### src/rtl/grf_scoreboard_if.sv
// Decode/writeback-side bundle of the general-register scoreboard.
// The CPU pipeline is the master; the register file is the slave.
interface grf_scoreboard_if #(
    parameter int DATA_W = 32,
    parameter int ADDR_W = 5,
    parameter int NUM_RD = 2
);
    logic [NUM_RD-1:0]        rd_en;
    logic [NUM_RD*ADDR_W-1:0] rd_addr;
    logic [NUM_RD*DATA_W-1:0] rd_data;
    logic                     wr_en;
    logic [ADDR_W-1:0]        wr_addr;
    logic [DATA_W-1:0]        wr_data;
    logic                     issue_en;
    logic [ADDR_W-1:0]        issue_addr;
    logic                     issue_ready;
    logic                     flush;
    logic                     stall;
    logic [(1<<ADDR_W)-1:0]   busy_vec;

    modport master (
        output rd_en, rd_addr, wr_en, wr_addr, wr_data, issue_en, issue_addr, flush,
        input  rd_data, issue_ready, stall, busy_vec
    );

    modport slave (
        input  rd_en, rd_addr, wr_en, wr_addr, wr_data, issue_en, issue_addr, flush,
        output rd_data, issue_ready, stall, busy_vec
    );
endinterface

### src/rtl/grf_scoreboard.sv
// General-register file with combinational read ports, write-to-read bypass,
// r0 hard-wired to zero, and a per-register pending-write counter that
// drives the decode-stage stall.
module grf_scoreboard #(
    parameter int DATA_W = 32,
    parameter int ADDR_W = 5,
    parameter int NUM_RD = 2,
    parameter int CNT_W  = 2
) (
    input  logic              clk,
    input  logic              reset,
    grf_scoreboard_if.slave   bus
);
    localparam int              NREG    = 1 << ADDR_W;
    localparam logic [CNT_W-1:0] CNT_MAX = '1;
    localparam logic [CNT_W-1:0] CNT_ONE = CNT_W'(1);

    logic [DATA_W-1:0] regs_q [NREG];
    logic [CNT_W-1:0]  cnt_q  [NREG];
    logic [CNT_W-1:0]  cnt_d  [NREG];
    logic [ADDR_W-1:0] ra     [NUM_RD];
    logic [NUM_RD-1:0] hazard;
    logic              issue_ready_w;

    // Unpack the per-port read addresses.
    for (genvar gi = 0; gi < NUM_RD; gi++) begin : g_ra
        assign ra[gi] = bus.rd_addr[gi*ADDR_W +: ADDR_W];
    end

    // Register storage; writes to r0 are dropped so it always reads as zero.
    always_ff @(posedge clk or posedge reset) begin
        if (reset) begin
            for (int r = 0; r < NREG; r++) begin
                regs_q[r] <= '0;
            end
        end else if (bus.wr_en && bus.wr_addr != '0) begin
            regs_q[bus.wr_addr] <= bus.wr_data;
        end
    end

    // Read ports with writeback bypass, plus per-port hazard detection.
    // A port whose only outstanding write is being written back right now
    // is not hazarded: the bypass already supplies the fresh value.
    always_comb begin
        bus.rd_data = '0;
        hazard      = '0;
        for (int p = 0; p < NUM_RD; p++) begin
            if (ra[p] == '0) begin
                bus.rd_data[p*DATA_W +: DATA_W] = '0;
            end else if (bus.wr_en && bus.wr_addr == ra[p]) begin
                bus.rd_data[p*DATA_W +: DATA_W] = bus.wr_data;
            end else begin
                bus.rd_data[p*DATA_W +: DATA_W] = regs_q[ra[p]];
            end
            hazard[p] = bus.rd_en[p] && (ra[p] != '0) && (cnt_q[ra[p]] != '0)
                        && !((cnt_q[ra[p]] == CNT_ONE) && bus.wr_en && (bus.wr_addr == ra[p]));
        end
    end

    // Issue acceptance and next-state of every pending-write counter.
    // Flush wins over everything; simultaneous inc/dec cancel out.
    always_comb begin
        issue_ready_w = (bus.issue_addr == '0) || (cnt_q[bus.issue_addr] != CNT_MAX);
        for (int r = 0; r < NREG; r++) begin
            logic inc;
            logic dec;
            inc = bus.issue_en && issue_ready_w && (bus.issue_addr == ADDR_W'(r)) && (r != 0);
            dec = bus.wr_en && (bus.wr_addr == ADDR_W'(r)) && (cnt_q[r] != '0);
            cnt_d[r] = cnt_q[r];
            if (bus.flush || r == 0) begin
                cnt_d[r] = '0;
            end else if (inc && !dec) begin
                cnt_d[r] = cnt_q[r] + CNT_ONE;
            end else if (dec && !inc) begin
                cnt_d[r] = cnt_q[r] - CNT_ONE;
            end
        end
    end

    // Pending-write counter registers.
    always_ff @(posedge clk or posedge reset) begin
        if (reset) begin
            for (int r = 0; r < NREG; r++) begin
                cnt_q[r] <= '0;
            end
        end else begin
            for (int r = 0; r < NREG; r++) begin
                cnt_q[r] <= cnt_d[r];
            end
        end
    end

    // Status outputs.
    always_comb begin
        bus.stall       = |hazard;
        bus.issue_ready = issue_ready_w;
        bus.busy_vec    = '0;
        for (int r = 1; r < NREG; r++) begin
            bus.busy_vec[r] = (cnt_q[r] != '0);
        end
    end
endmodule

### src/flat_wrapper.sv
// flat-port wrapper written by rule: the top's interface ports become plain ports
module grf_scoreboard_flat 
#(
    parameter int DATA_W = 32,
    parameter int ADDR_W = 5,
    parameter int NUM_RD = 2,
    parameter int CNT_W  = 2
)
  (clk, reset, bus_rd_en, bus_rd_addr, bus_wr_en, bus_wr_addr, bus_wr_data, bus_issue_en, bus_issue_addr, bus_flush, bus_rd_data, bus_issue_ready, bus_stall, bus_busy_vec);
  grf_scoreboard_if #(.DATA_W(DATA_W), .ADDR_W(ADDR_W), .NUM_RD(NUM_RD)) bus_i ();
  input  logic clk;
  input  logic reset;
  input wire logic [$bits(bus_i.rd_en)-1:0] bus_rd_en;
  input wire logic [$bits(bus_i.rd_addr)-1:0] bus_rd_addr;
  input wire logic [$bits(bus_i.wr_en)-1:0] bus_wr_en;
  input wire logic [$bits(bus_i.wr_addr)-1:0] bus_wr_addr;
  input wire logic [$bits(bus_i.wr_data)-1:0] bus_wr_data;
  input wire logic [$bits(bus_i.issue_en)-1:0] bus_issue_en;
  input wire logic [$bits(bus_i.issue_addr)-1:0] bus_issue_addr;
  input wire logic [$bits(bus_i.flush)-1:0] bus_flush;
  output wire logic [$bits(bus_i.rd_data)-1:0] bus_rd_data;
  output wire logic [$bits(bus_i.issue_ready)-1:0] bus_issue_ready;
  output wire logic [$bits(bus_i.stall)-1:0] bus_stall;
  output wire logic [$bits(bus_i.busy_vec)-1:0] bus_busy_vec;
  assign bus_i.rd_en = bus_rd_en;
  assign bus_i.rd_addr = bus_rd_addr;
  assign bus_i.wr_en = bus_wr_en;
  assign bus_i.wr_addr = bus_wr_addr;
  assign bus_i.wr_data = bus_wr_data;
  assign bus_i.issue_en = bus_issue_en;
  assign bus_i.issue_addr = bus_issue_addr;
  assign bus_i.flush = bus_flush;
  assign bus_rd_data = bus_i.rd_data;
  assign bus_issue_ready = bus_i.issue_ready;
  assign bus_stall = bus_i.stall;
  assign bus_busy_vec = bus_i.busy_vec;
  grf_scoreboard #(.DATA_W(DATA_W), .ADDR_W(ADDR_W), .NUM_RD(NUM_RD), .CNT_W(CNT_W)) u_core (.clk(clk), .reset(reset), .bus(bus_i));
endmodule
### config.mk
export PLATFORM = sky130hd
export DESIGN_NAME = grf_scoreboard_flat
export DESIGN_NICKNAME = d
export VERILOG_FILES = /design/src/rtl/grf_scoreboard_if.sv /design/src/rtl/grf_scoreboard.sv /design/src/flat_wrapper.sv
export SDC_FILE = /design/constraint.sdc
export NUM_CORES = 2
export LEC_CHECK = 0
export BUFFER_PORTS_ARGS = -buffer_cell sky130_fd_sc_hd__buf_4
export CAP_MARGIN = 20
export CORE_UTILIZATION = 30
export CTS_BUF_LIST = sky130_fd_sc_hd__clkbuf_4 sky130_fd_sc_hd__clkbuf_8
export DETAILED_ROUTE_END_ITERATION = 16
export GPL_ROUTABILITY_DRIVEN = 0
export HOLD_SLACK_MARGIN = 0.03
export PLACE_DENSITY = 0.45
export SLEW_MARGIN = 20
export SYNTH_ARGS = -nofsm -noshare
export SYNTH_HDL_FRONTEND = slang
export SYNTH_SLANG_ARGS = --single-unit
### constraint.sdc
create_clock -name clk -period 49 [get_ports clk]
set_clock_uncertainty 0.1 [all_clocks]
set_input_delay 12.25 -clock clk [delete_from_list [all_inputs] [get_ports clk]]
set_output_delay 12.25 -clock clk [all_outputs]
set_load 0.03 [all_outputs]
==> results_dict.tcl <==
set metrics [dict create \
    yosys_warnings 0 \
    hold_path_end "u_core.regs_q[1002]" \
    die_x_um 450 \
    slew_headroom_pct 24.1 \
    floorplan.die_area_um2 203000 \
    ys.flop_type "dfrtp_1" \
    num_rows 164 \
    overflow 0 \
    fmax_mhz 33.9 \
    timing.rr.start "u_core.cnt_q[35]" \
    fin_tns_setup_ns 0 \
    drive_above_1_share_pct 46.7 \
    synth_area_leaders "dfrtp_1, mux4_2, mux2_2" \
    clock_sinks 1086 \
    antenna_found_initial 9 \
    endpoint_kind "output pin" \
    cts_resized 0 \
    rr_worst_depth 7 \
    die_h_um 450 \
    grt_pass1_vias 41200 \
    hpwl_mm 116 \
    drt_iter0_drc 3228 \
    fin_ws_ns 19.49 \
    synth_cells 4446 \
    place_worst_setup_slack_ns 19.28 \
    worst-path-max-fanout 44 \
    ios 157 \
    finalHoldViolCount 0 \
    grt_pass1_wl_mm 310 \
    setup_violations 0 \
    rsz0062_at_grt "no" \
    ys_seq_elements 1086 \
    ant_nets 0 \
    cp-start-kind "input port" \
    criticalPathCategory "input port to output pin" \
    hold_path_class "flop to flop" \
    initial_core_util_pct 30.2 \
    finalPower_mw 2.66 \
    postCtsSetupBuffers 0 \
    crit_arrival_ns 17.16 \
    post_layout_nonfiller_instances 7222 \
    drc 0 \
    critPathRequiredTime_ns 36.65 \
    core_area_um2 200000 \
    tightestPinTransition_ns 1.14 \
    clockBufferDepth 3 \
    clk_latency_ns 0.95 \
    yosysTopAreaCell "dfrtp_1" \
    num_vias 40000 \
    track_usage_pct 21.0 \
    fin_crit_sh_pct 60.2 \
    wirelength_mm 212 \
    fin_nets 4473 \
    cts_tree "yes" \
    status "complete, no violations" \
    place_inst 6872 \
    hold_buffers 0 \
    peakVddDrop_mv 0.0289 \
    synth_top_cell_area_share_pct 45.1 \
    synth.cell_area_um2 60300 \
    avgViaCountPerCell 5.54 \
    area_growth_pct 12.8 \
    synth_cell_types 66 \
    numCtsBuffers 196 \
    holdPathStages 0 \
    synth_seq_area_share_pct 45.1 \
    clk_pin_slew_ns 0.06 \
    cts_root_buf "clkbuf_8" \
    powerDensity_nw_per_um2 39.1 \
    synth_edf_count 0 \
    syn_nets 4505 \
    synthArstFlopShare_pct 100 \
    min_period_ns 29.51 \
    rrSetupSlack_ns 46.25 \
    synth_area_per_cell_um2 13.6 \
    reg2reg_to "u_core.cnt_q[53]" \
    hold_path_startpoint "u_core.regs_q[1002]" \
    p_leak_nw 29.7 \
    grt_max_degree 170 \
    nFillCells 19300 \
    drv_cap 0 \
    cts_htree_levels 4 \
    drt-pass1-iter-count 11 \
    wire_per_inst_um 29.3 \
    io_buffers 155 \
    drv_slew 0 \
]
## cells in the final DEF, fill, tap and decap left out, drive strengths merged, types with 49 or more instances in the layout
cell and count:
dfrtp 1086, mux2 778, nand2 733, mux4 666
clkbuf 306, buf 242, nor2 122, mux2i 96
a211oi 86, a21oi 49
## final cells by class
| cell class | count | area [um^2] | area share [%] |
|---|---|---|---|
| multi-input cells | 2881 | 31400 | 46.2 |
| flip-flops and latches | 1086 | 27200 | 40.0 |
| clock buffers | 306 | 3780 | 5.56 |
| well taps | 2656 | 3320 | 4.89 |
| repair buffers | 242 | 1940 | 2.85 |
| clock inverters | 39 | 309 | 0.455 |
| inverters | 7 | 43.8 | 0.0644 |
| diodes | 5 | 12.5 | 0.0184 |
## cell usage after synthesis (all sizes together), types with 2 or more instances
library cell,number
dfrtp,1086
mux2,778
nand2,733
mux4,666
clkbuf,334
buf,138
nor2,122
mux2i,96
a211oi,86
a21oi,49
nand3,46
o21ai,38
or2,37
nor3,28
nand4,22
nor3b,20
and2,18
a31oi,14
nand2b,12
nor2b,11
xnor2,10
a31o,9
a21o,8
and3b,7
inv,7
nand3b,7
o32ai,6
a22oi,5
o2111ai,5
o21bai,5
and3,4
o211ai,4
a221o,3
and4,3
nor4b,3
o22ai,3
or4,3
a221oi,2
o22a,2
o31ai,2
or3,2
## stage by stage
| stage | hold slack (ns) | cell area [um^2] | utilization [%] |
|---|---|---|---|
| 2_1_floorplan | 0.341 | 60300 | - |
| 3_3_place_gp | 0.277 | 63900 | 32.0 |
| 3_5_place_dp | 0.283 | 63900 | 32.0 |
| 4_1_cts | 0.296 | 68000 | 34.0 |
| 5_1_grt | 0.308 | 68000 | 34.1 |
| 6_report | 0.292 | 68000 | 34.1 |
## kinds of logic (layout without fill, tap and decap cells)
| logic type | Yosys count | after routing | synth area share, % |
|---|---|---|---|
| flops | 1086 | 1086 | 45.1 |
| other cells | 1 | 6 | 0.00622 |
| compound gates | 250 | 250 | 2.82 |
| xor+xnor | 10 | 10 | 0.145 |
| buf+inv | 479 | 594 | 3.26 |
| mux | 1540 | 1540 | 41.0 |
| simple gates | 1080 | 1080 | 7.66 |
## registers in the layout, indices dropped and copies added, names as in the netlist
signal and flops:
u_core.regs_q 1024, u_core.cnt_q 62
## critical path: stages
cell and delay (ns):
buf_8 0.39, buf_4 0.81, buf_4 0.87, buf_4 0.76, mux4_2 0.59, mux4_2 0.47
mux2i_1 0.44, a211oi_1 0.18, buf_4 0.24
## where the power goes
part           switching (mW)  internal [mW]
Sequential              0.116           1.06
Combinational           0.250          0.329
Clock                   0.409          0.500
## worst max path at each step
stage | startpoint | to | slack, ns | cells after the start
3_3_place_gp | bus_rd_addr[5] | bus_rd_data[53] | 19.29 | 9
4_1_cts | bus_rd_addr[5] | bus_rd_data[53] | 19.29 | 9
6_report | bus_rd_addr[0] | bus_rd_data[11] | 19.49 | 9
2_1_floorplan | reset | u_core.cnt_q[0] | 6.08 | 1
3_5_place_dp | bus_rd_addr[5] | bus_rd_data[53] | 19.28 | 9
5_1_grt | bus_rd_addr[5] | bus_rd_data[53] | 19.12 | 9
## metal layers
layer / global-route usage (%) / vias to the layer above / part of all wire, %
met3: 3.37 / 338 / 5.0
met4: 6.83 / 6 / 2.9
met2: 33.4 / 1174 / 48
met1: 29.2 / 21900 / 45
li1: - / 16600 / -
met5: 0 / - / 0.018
Note: power is estimated with default switching activity, not from simulation.
